File: config.mk
export PLATFORM = sky130hd
export DESIGN_NAME = rpn_executor
export DESIGN_NICKNAME = d
export VERILOG_FILES = /design/src/rtl/rpn_pkg.sv /design/src/rtl/rpn_divider.sv /design/src/rtl/rpn_executor.sv
export SDC_FILE = /design/constraint.sdc
export NUM_CORES = 2
export LEC_CHECK = 0
export CELL_PAD_IN_SITES_DETAIL_PLACEMENT = 1
export CELL_PAD_IN_SITES_GLOBAL_PLACEMENT = 2
export CORE_ASPECT_RATIO = 1.25
export CORE_MARGIN = 1.5
export CORE_UTILIZATION = 40
export DETAILED_ROUTE_END_ITERATION = 8
export PLACE_DENSITY_LB_ADDON = 0.1
export SYNTH_ARGS = -nofsm -noshare
export SYNTH_HDL_FRONTEND = slang
export SYNTH_SLANG_ARGS = --single-unit
File: constraint.sdc
create_clock -name clock -period 10.7 [get_ports clock]
set_clock_uncertainty 0.2 [all_clocks]
set_input_delay 2.14 -clock clock [delete_from_list [all_inputs] [get_ports clock]]
set_output_delay 2.14 -clock clock [all_outputs]
set_load 0.02 [all_outputs]
File: src/rtl/rpn_pkg.sv
// Shared definitions for the RPN calculator command executor.
// Provides the data width, key-code map, FSM state encoding and a
// magnitude helper used by the divider.
package rpn_pkg;

  localparam int DATA_W = 32;
  localparam int KEY_W  = 5;
  localparam int CNT_W  = 6;

  // Codes 0..9 are digits; anything above KEY_CLEAR is a no-op.
  localparam logic [KEY_W-1:0] KEY_ENTER = 5'd10;
  localparam logic [KEY_W-1:0] KEY_ADD   = 5'd11;
  localparam logic [KEY_W-1:0] KEY_SUB   = 5'd12;
  localparam logic [KEY_W-1:0] KEY_MUL   = 5'd13;
  localparam logic [KEY_W-1:0] KEY_DIV   = 5'd14;
  localparam logic [KEY_W-1:0] KEY_NEG   = 5'd15;
  localparam logic [KEY_W-1:0] KEY_DROP  = 5'd16;
  localparam logic [KEY_W-1:0] KEY_CLEAR = 5'd17;

  typedef enum logic [1:0] {
    IDLE   = 2'd0,
    EXEC   = 2'd1,
    SETTLE = 2'd2,
    DIV    = 2'd3
  } state_t;

  // Two's-complement magnitude; 0x80000000 maps to itself, which is the
  // correct unsigned magnitude 2^31.
  function automatic logic [DATA_W-1:0] abs_val(input logic [DATA_W-1:0] v);
    return v[DATA_W-1] ? (DATA_W'(0) - v) : v;
  endfunction

endpackage

File: src/rtl/rpn_divider.sv
// Iterative restoring signed divider, quotient truncated toward zero.
// Ports: start latches dividend/divisor; done is high for the one sign-fix
// cycle, during which quotient holds the signed result.
module rpn_divider
  import rpn_pkg::*;
#(
  parameter int DIV_CYCLES = 32
) (
  input  logic              clock,
  input  logic              reset,
  input  logic              start,
  input  logic [DATA_W-1:0] dividend,
  input  logic [DATA_W-1:0] divisor,
  output logic              done,
  output logic [DATA_W-1:0] quotient
);

  localparam int CW    = $clog2(DIV_CYCLES + 1);
  // With fewer iterations than DATA_W only the low DIV_CYCLES bits of the
  // dividend magnitude are consumed, so they are pre-aligned to the top.
  localparam int SHIFT = DATA_W - DIV_CYCLES;

  logic              active;
  logic              fix;
  logic [CW-1:0]     cnt;
  logic [DATA_W-1:0] rem;
  logic [DATA_W-1:0] quo;
  logic [DATA_W-1:0] dvsr;
  logic              neg;

  logic [DATA_W:0]   shifted;
  logic [DATA_W:0]   diff;

  assign shifted = {rem, quo[DATA_W-1]};
  // Top bit of diff set means the trial subtraction borrowed: restore.
  assign diff    = shifted - {1'b0, dvsr};

  always_ff @(posedge clock or posedge reset) begin
    if (reset) begin
      active <= 1'b0;
      fix    <= 1'b0;
      cnt    <= '0;
      rem    <= '0;
      quo    <= '0;
      dvsr   <= '0;
      neg    <= 1'b0;
    end else if (start) begin
      active <= 1'b1;
      fix    <= 1'b0;
      cnt    <= '0;
      rem    <= '0;
      quo    <= abs_val(dividend) << SHIFT;
      dvsr   <= abs_val(divisor);
      neg    <= dividend[DATA_W-1] ^ divisor[DATA_W-1];
    end else if (active) begin
      if (fix) begin
        active <= 1'b0;
        fix    <= 1'b0;
      end else begin
        if (!diff[DATA_W]) begin
          rem <= diff[DATA_W-1:0];
          quo <= {quo[DATA_W-2:0], 1'b1};
        end else begin
          rem <= shifted[DATA_W-1:0];
          quo <= {quo[DATA_W-2:0], 1'b0};
        end
        cnt <= cnt + 1'b1;
        if (cnt == CW'(DIV_CYCLES - 1)) begin
          fix <= 1'b1;
        end
      end
    end
  end

  assign done     = active && fix;
  assign quotient = neg ? (DATA_W'(0) - quo) : quo;

endmodule

File: src/rtl/rpn_executor.sv
// RPN command executor: turns accepted key codes into single-cycle stack
// control pulses (push / pop / write / clear) and sticky error flags.
// Ports: key_valid/key_code/key_ready keypad handshake; stack_top/next/count
// read back from the operand stack; stack_* controls; busy while dividing.
module rpn_executor
  import rpn_pkg::*;
#(
  parameter int DIV_CYCLES = 32
) (
  input  logic              clock,
  input  logic              reset,
  input  logic              key_valid,
  input  logic [KEY_W-1:0]  key_code,
  output logic              key_ready,
  input  logic [DATA_W-1:0] stack_top,
  input  logic [DATA_W-1:0] stack_next,
  input  logic [CNT_W-1:0]  stack_count,
  output logic              stack_push,
  output logic              stack_pop,
  output logic              stack_write,
  output logic              stack_clear,
  output logic [DATA_W-1:0] stack_value,
  output logic              busy,
  output logic              err_underflow,
  output logic              err_divzero,
  output logic              err_full
);

  state_t            state;
  state_t            state_next;

  logic [KEY_W-1:0]  op_key;
  logic [DATA_W-1:0] op_top;
  logic [DATA_W-1:0] op_next;
  logic [CNT_W-1:0]  op_count;
  logic [DATA_W-1:0] div_res;
  logic [DATA_W-1:0] bin_res;

  logic              accept;
  logic              div_go;
  logic              div_done;
  logic [DATA_W-1:0] div_q;
  logic              one_elem;
  logic              is_binary;

  assign accept    = key_valid && (state == IDLE);
  // Only a divide that will actually produce a result enters the DIV state;
  // underflow and divide-by-zero take the short EXEC/SETTLE path.
  assign div_go    = accept && (key_code == KEY_DIV) &&
                     (stack_count != CNT_W'(1)) && (stack_top != '0);
  assign one_elem  = (op_count == CNT_W'(1));
  assign is_binary = (op_key >= KEY_ADD) && (op_key <= KEY_DIV);

  rpn_divider #(
    .DIV_CYCLES(DIV_CYCLES)
  ) u_div (
    .clock    (clock),
    .reset    (reset),
    .start    (div_go),
    .dividend (stack_next),
    .divisor  (stack_top),
    .done     (div_done),
    .quotient (div_q)
  );

  // State register
  always_ff @(posedge clock or posedge reset) begin
    if (reset) begin
      state <= IDLE;
    end else begin
      state <= state_next;
    end
  end

  // Next-state logic
  always_comb begin
    state_next = state;
    case (state)
      IDLE:    if (accept) state_next = div_go ? DIV : EXEC;
      EXEC:    state_next = SETTLE;
      SETTLE:  state_next = IDLE;
      DIV:     if (div_done) state_next = EXEC;
      default: state_next = IDLE;
    endcase
  end

  // Operands are frozen at acceptance so the stack may change underneath.
  always_ff @(posedge clock or posedge reset) begin
    if (reset) begin
      op_key   <= '0;
      op_top   <= '0;
      op_next  <= '0;
      op_count <= '0;
    end else if (accept) begin
      op_key   <= key_code;
      op_top   <= stack_top;
      op_next  <= stack_next;
      op_count <= stack_count;
    end
  end

  always_ff @(posedge clock or posedge reset) begin
    if (reset) begin
      div_res <= '0;
    end else if (div_done) begin
      div_res <= div_q;
    end
  end

  // Sticky error flags, updated at the end of the EXEC cycle.
  always_ff @(posedge clock or posedge reset) begin
    if (reset) begin
      err_underflow <= 1'b0;
      err_divzero   <= 1'b0;
      err_full      <= 1'b0;
    end else if (state == EXEC) begin
      if (op_key == KEY_CLEAR) begin
        err_underflow <= 1'b0;
        err_divzero   <= 1'b0;
        err_full      <= 1'b0;
      end else if (op_key == KEY_ENTER) begin
        if (op_count == '0) err_full <= 1'b1;
      end else if (is_binary) begin
        if (one_elem) begin
          err_underflow <= 1'b1;
        end else if (op_key == KEY_DIV && op_top == '0) begin
          err_divzero <= 1'b1;
        end
      end
    end
  end

  // Binary operator result, low DATA_W bits only.
  always_comb begin
    bin_res = div_res;
    case (op_key)
      KEY_ADD: bin_res = op_next + op_top;
      KEY_SUB: bin_res = op_next - op_top;
      KEY_MUL: bin_res = op_next * op_top;
      default: bin_res = div_res;
    endcase
  end

  // Outputs
  always_comb begin
    key_ready   = (state == IDLE);
    busy        = (state == DIV);
    stack_push  = 1'b0;
    stack_pop   = 1'b0;
    stack_write = 1'b0;
    stack_clear = 1'b0;
    stack_value = '0;
    if (state == EXEC) begin
      if (op_key < KEY_ENTER) begin
        stack_write = 1'b1;
        stack_value = op_top * DATA_W'(10) + DATA_W'(op_key);
      end else begin
        case (op_key)
          KEY_ENTER: stack_push = (op_count != '0);
          KEY_ADD, KEY_SUB, KEY_MUL, KEY_DIV: begin
            if (!one_elem && !(op_key == KEY_DIV && op_top == '0)) begin
              stack_pop   = 1'b1;
              stack_write = 1'b1;
              stack_value = bin_res;
            end
          end
          KEY_NEG: begin
            stack_write = 1'b1;
            stack_value = DATA_W'(0) - op_top;
          end
          KEY_DROP: begin
            // The last element is never removed, only zeroed.
            if (one_elem) begin
              stack_write = 1'b1;
            end else begin
              stack_pop = 1'b1;
            end
          end
          KEY_CLEAR: stack_clear = 1'b1;
          default: ;
        endcase
      end
    end
  end

endmodule

==> results.cfg <==
[finish]
postLayoutCellArea_um2 = 39500
multi_input_comb_area_um2 = 26800
nFillCells = 9965
nets = 4875
layout-area-overhead-vs-synth_pct = 14.8
drive_above_1_share_pct = 11.7
seq_area_um2 = 5460

[clock_network]
cts_tree = built
clock_path_buffers = 3
path_clk_slew_ns = 0.06
cts_hold_buf = 0
cts_buffers = 29
cts_num_sinks = 217
root_buffer = clkbuf_16
cts-htree-levels = 1
clk_latency_ns = 0.62

[critical_path]
timing.rr.start = u_div.quo[31]$_DFFE_PP0P_
cp.arrival_ns = 8.18
r2r_cells = 15
critPathKind = reg -> out
crit_required_ns = 8.36
r2r_setup_slack_ns = 6.14
cp_max_fo = 12
cp-end-kind = output pin
start_kind = register
r2r-end = u_div.rem[26]$_DFFE_PP0P_

[timing]
maxSlewHeadroom_pct = 33.4
slew_violations = 0
rsz0062_at_grt = true
worst_slew_pin_slew_ns = 0.998
final-hold-violation-count = 0
finalCritPeriodShare_pct = 98.3
max_freq_mhz = 95.1
finalSetupViolCount = 0
fin_crit_ns = 10.52

[floorplanning]
initial_core_util_pct = 40.2
die_y_um = 331
io_pins = 119
fp.dieW_um = 265
fp.dieArea_um2 = 87700
std_cell_rows = 120
core_area_um2 = 85400

[worst_hold_path]
worst_hold_startpoint = div_res[0]$_DFFE_PP0P_
min_delay_path_depth = 2
hold_end = div_res[0]$_DFFE_PP0P_
hold_class = reg -> reg

[detailed_routing]
via_count = 29000
wl_per_cell_um = 25.4
drcViolationCount = 0
finalWirelength_um = 133000
vias_per_cell = 5.53
drt_iter0_markers = 1519
drt-pass1-iter-count = 5
final_antenna_net_count = 0

[flow_run]
maxCapViolations = 0

[synthesis]
synth-main-ff-cell = dfrtp_1
seq_area_frac_synth_pct = 15.8
synth_common_cells = inv_1 (509), nand2_1 (452), fa_1 (412), and2_1 (318), ha_1 (255)
synth_cells = 3997
ys_ff_latch = 217
ys_types = 81
synth_top_area_cell = fa_1
yosys-top-cells-area = fa_1 (24%), dfrtp_1 (16%), ha_1 (9.3%)
syn-mean-instance-area_um2 = 8.60
synth_top_area_share_pct = 24.0
synth_edf_count = 0
yosysMostFrequentCell = inv_1
synth_area_um2 = 34400
synth_warnings = 0
syn-num-nets = 4742
async_reset_ff_share_pct = 100

[place]
portBuffers = 118
hpwlAfterDp_um = 108000
dpl_cell_area_um2 = 37500
place_congestion = 0.939

[grt]
grt_overflow = 0
groute.usage.overall_pct = 30.7
antenna_found_initial = 16
grt_max_degree = 154
grt_pass1_vias = 31000
grt_pass1_wl_um = 200000

[run_status]
status = finished clean
==> layout by cell type, fill, tap and decap left out, drive strengths merged, types with 13 or more instances in the layout <==
master         instances
a211oi                45
a21o                  66
a21oi                124
a221oi                16
a22oi                 20
a31oi                 18
and2                 319
buf                  206
clkbuf                42
clkdlybuf4s50        100
dfrtp                217
fa                   412
ha                   255
inv                  514
mux2                  71
mux2i                 39
nand2                452
nand2b                38
nand3                 30
nand4                 15
nor2                 188
nor2b                 23
nor3                  67
nor4                  23
o21a                  22
o21ai                209
o21bai                13
o22ai                 28
o31ai                 28
or2                   14
or3                   32
or4                   21
xnor2                203
xor2                 125
==> worst max path at each step <==
stage                                 from         endpoint  slack (ns)  cells after the start
finish              op_top[15]$_DFFE_PP0P_  stack_value[29]        0.18                     25
global route         op_top[9]$_DFFE_PP0P_  stack_value[29]       -0.06                     25
detailed placement   op_top[6]$_DFFE_PP0P_  stack_value[29]       -0.29                     27
global placement     op_top[6]$_DFFE_PP0P_  stack_value[29]       -0.16                     27
floorplan            op_top[6]$_DFFE_PP0P_  stack_value[30]        0.70                     28
CTS                 op_top[10]$_DFFE_PP0P_  stack_value[29]       -0.04                     28
==> flip-flops by register name, indices dropped and copies added, names as in the netlist, 2 cells and up <==
register	flops
u_div.dvsr	32
state	2
op_top	32
div_res	32
u_div.rem	32
op_key	5
u_div.cnt	6
op_next	32
op_count	6
u_div.quo	32
==> logic make-up (layout without fill, tap and decap cells) <==
group | Yosys count | after routing | share of synthesized area (%)
other | 0 | 2 | 0
multiplexers | 110 | 110 | 3.46
AND/OR/NAND/NOR | 1269 | 1269 | 18.5
flip-flops | 217 | 217 | 15.8
adder cells (fa/ha/maj) | 667 | 667 | 33.3
XOR/XNOR | 328 | 328 | 8.36
AO/OA/AOI/OAI | 680 | 680 | 12.7
buffers and inverters | 726 | 881 | 7.94
==> worst max-delay path, cell delays in order, from the launching register on <==
cell	delay, ns
dfrtp_1	0.53
buf_4	0.23
buf_4	0.27
nand2_1	0.11
fa_1	0.51
inv_1	0.05
fa_1	0.51
inv_1	0.05
fa_1	0.46
fa_1	0.51
inv_1	0.05
fa_1	0.56
fa_1	0.44
fa_1	0.51
inv_1	0.06
fa_1	0.48
inv_1	0.14
ha_1	0.33
a211oi_4	0.31
nand3b_1	0.19
a31oi_2	0.22
xnor2_1	0.10
a222oi_1	0.29
o221ai_1	0.22
o311a_1	0.25
buf_6	0.16
==> stage by stage <==
| stage | setup TNS [ns] | util [%] | instances | setup slack (ns) | hold WS [ns] |
|---|---|---|---|---|---|
| after floorplan | 0 | - | 3997 | 0.700 | 0.249 |
| after global placement | -0.370 | 43.9 | 5160 | -0.161 | 0.262 |
| after detailed placement | -0.881 | 43.9 | 5160 | -0.294 | 0.276 |
| after CTS | -0.0430 | 45.4 | 5227 | -0.0430 | 0.294 |
| after global routing | -0.153 | 46.2 | 5251 | -0.0559 | 0.304 |
| final | 0 | 46.2 | 5252 | 0.180 | 0.291 |
==> timing repair <==
item | 4_1_cts | 5_1_grt
gates cloned | 2 | 2
hold endpoints to repair | 0 | 0
setup buffers | 12 | 22
pin swaps | 25 | 102
endpoints found under the setup margin | 19 | 20
resized for setup | 93 | 128
==> metal layers <==
layer	routed length, um	up-vias	track usage [%]
li1	-	13300	-
met1	55200	14700	38.7
met2	62800	708	51.3
met3	7130	246	4.37
met4	7880	16	15.7
met5	113	-	0
==> cell type report <==
cell class | count | share of cell area [%]
clock inverters | 17 | 0.415
multi-input cells | 3054 | 67.8
repair buffers | 319 | 7.58
inverters | 509 | 4.86
well taps | 1098 | 3.48
diodes | 2 | 0.0127
flip-flops and latches | 217 | 13.8
clock buffers | 36 | 1.98
Power is left out: the tool's default activity adds up to more than one toggle a clock period on the data nets, which glitch-free logic cannot reach.
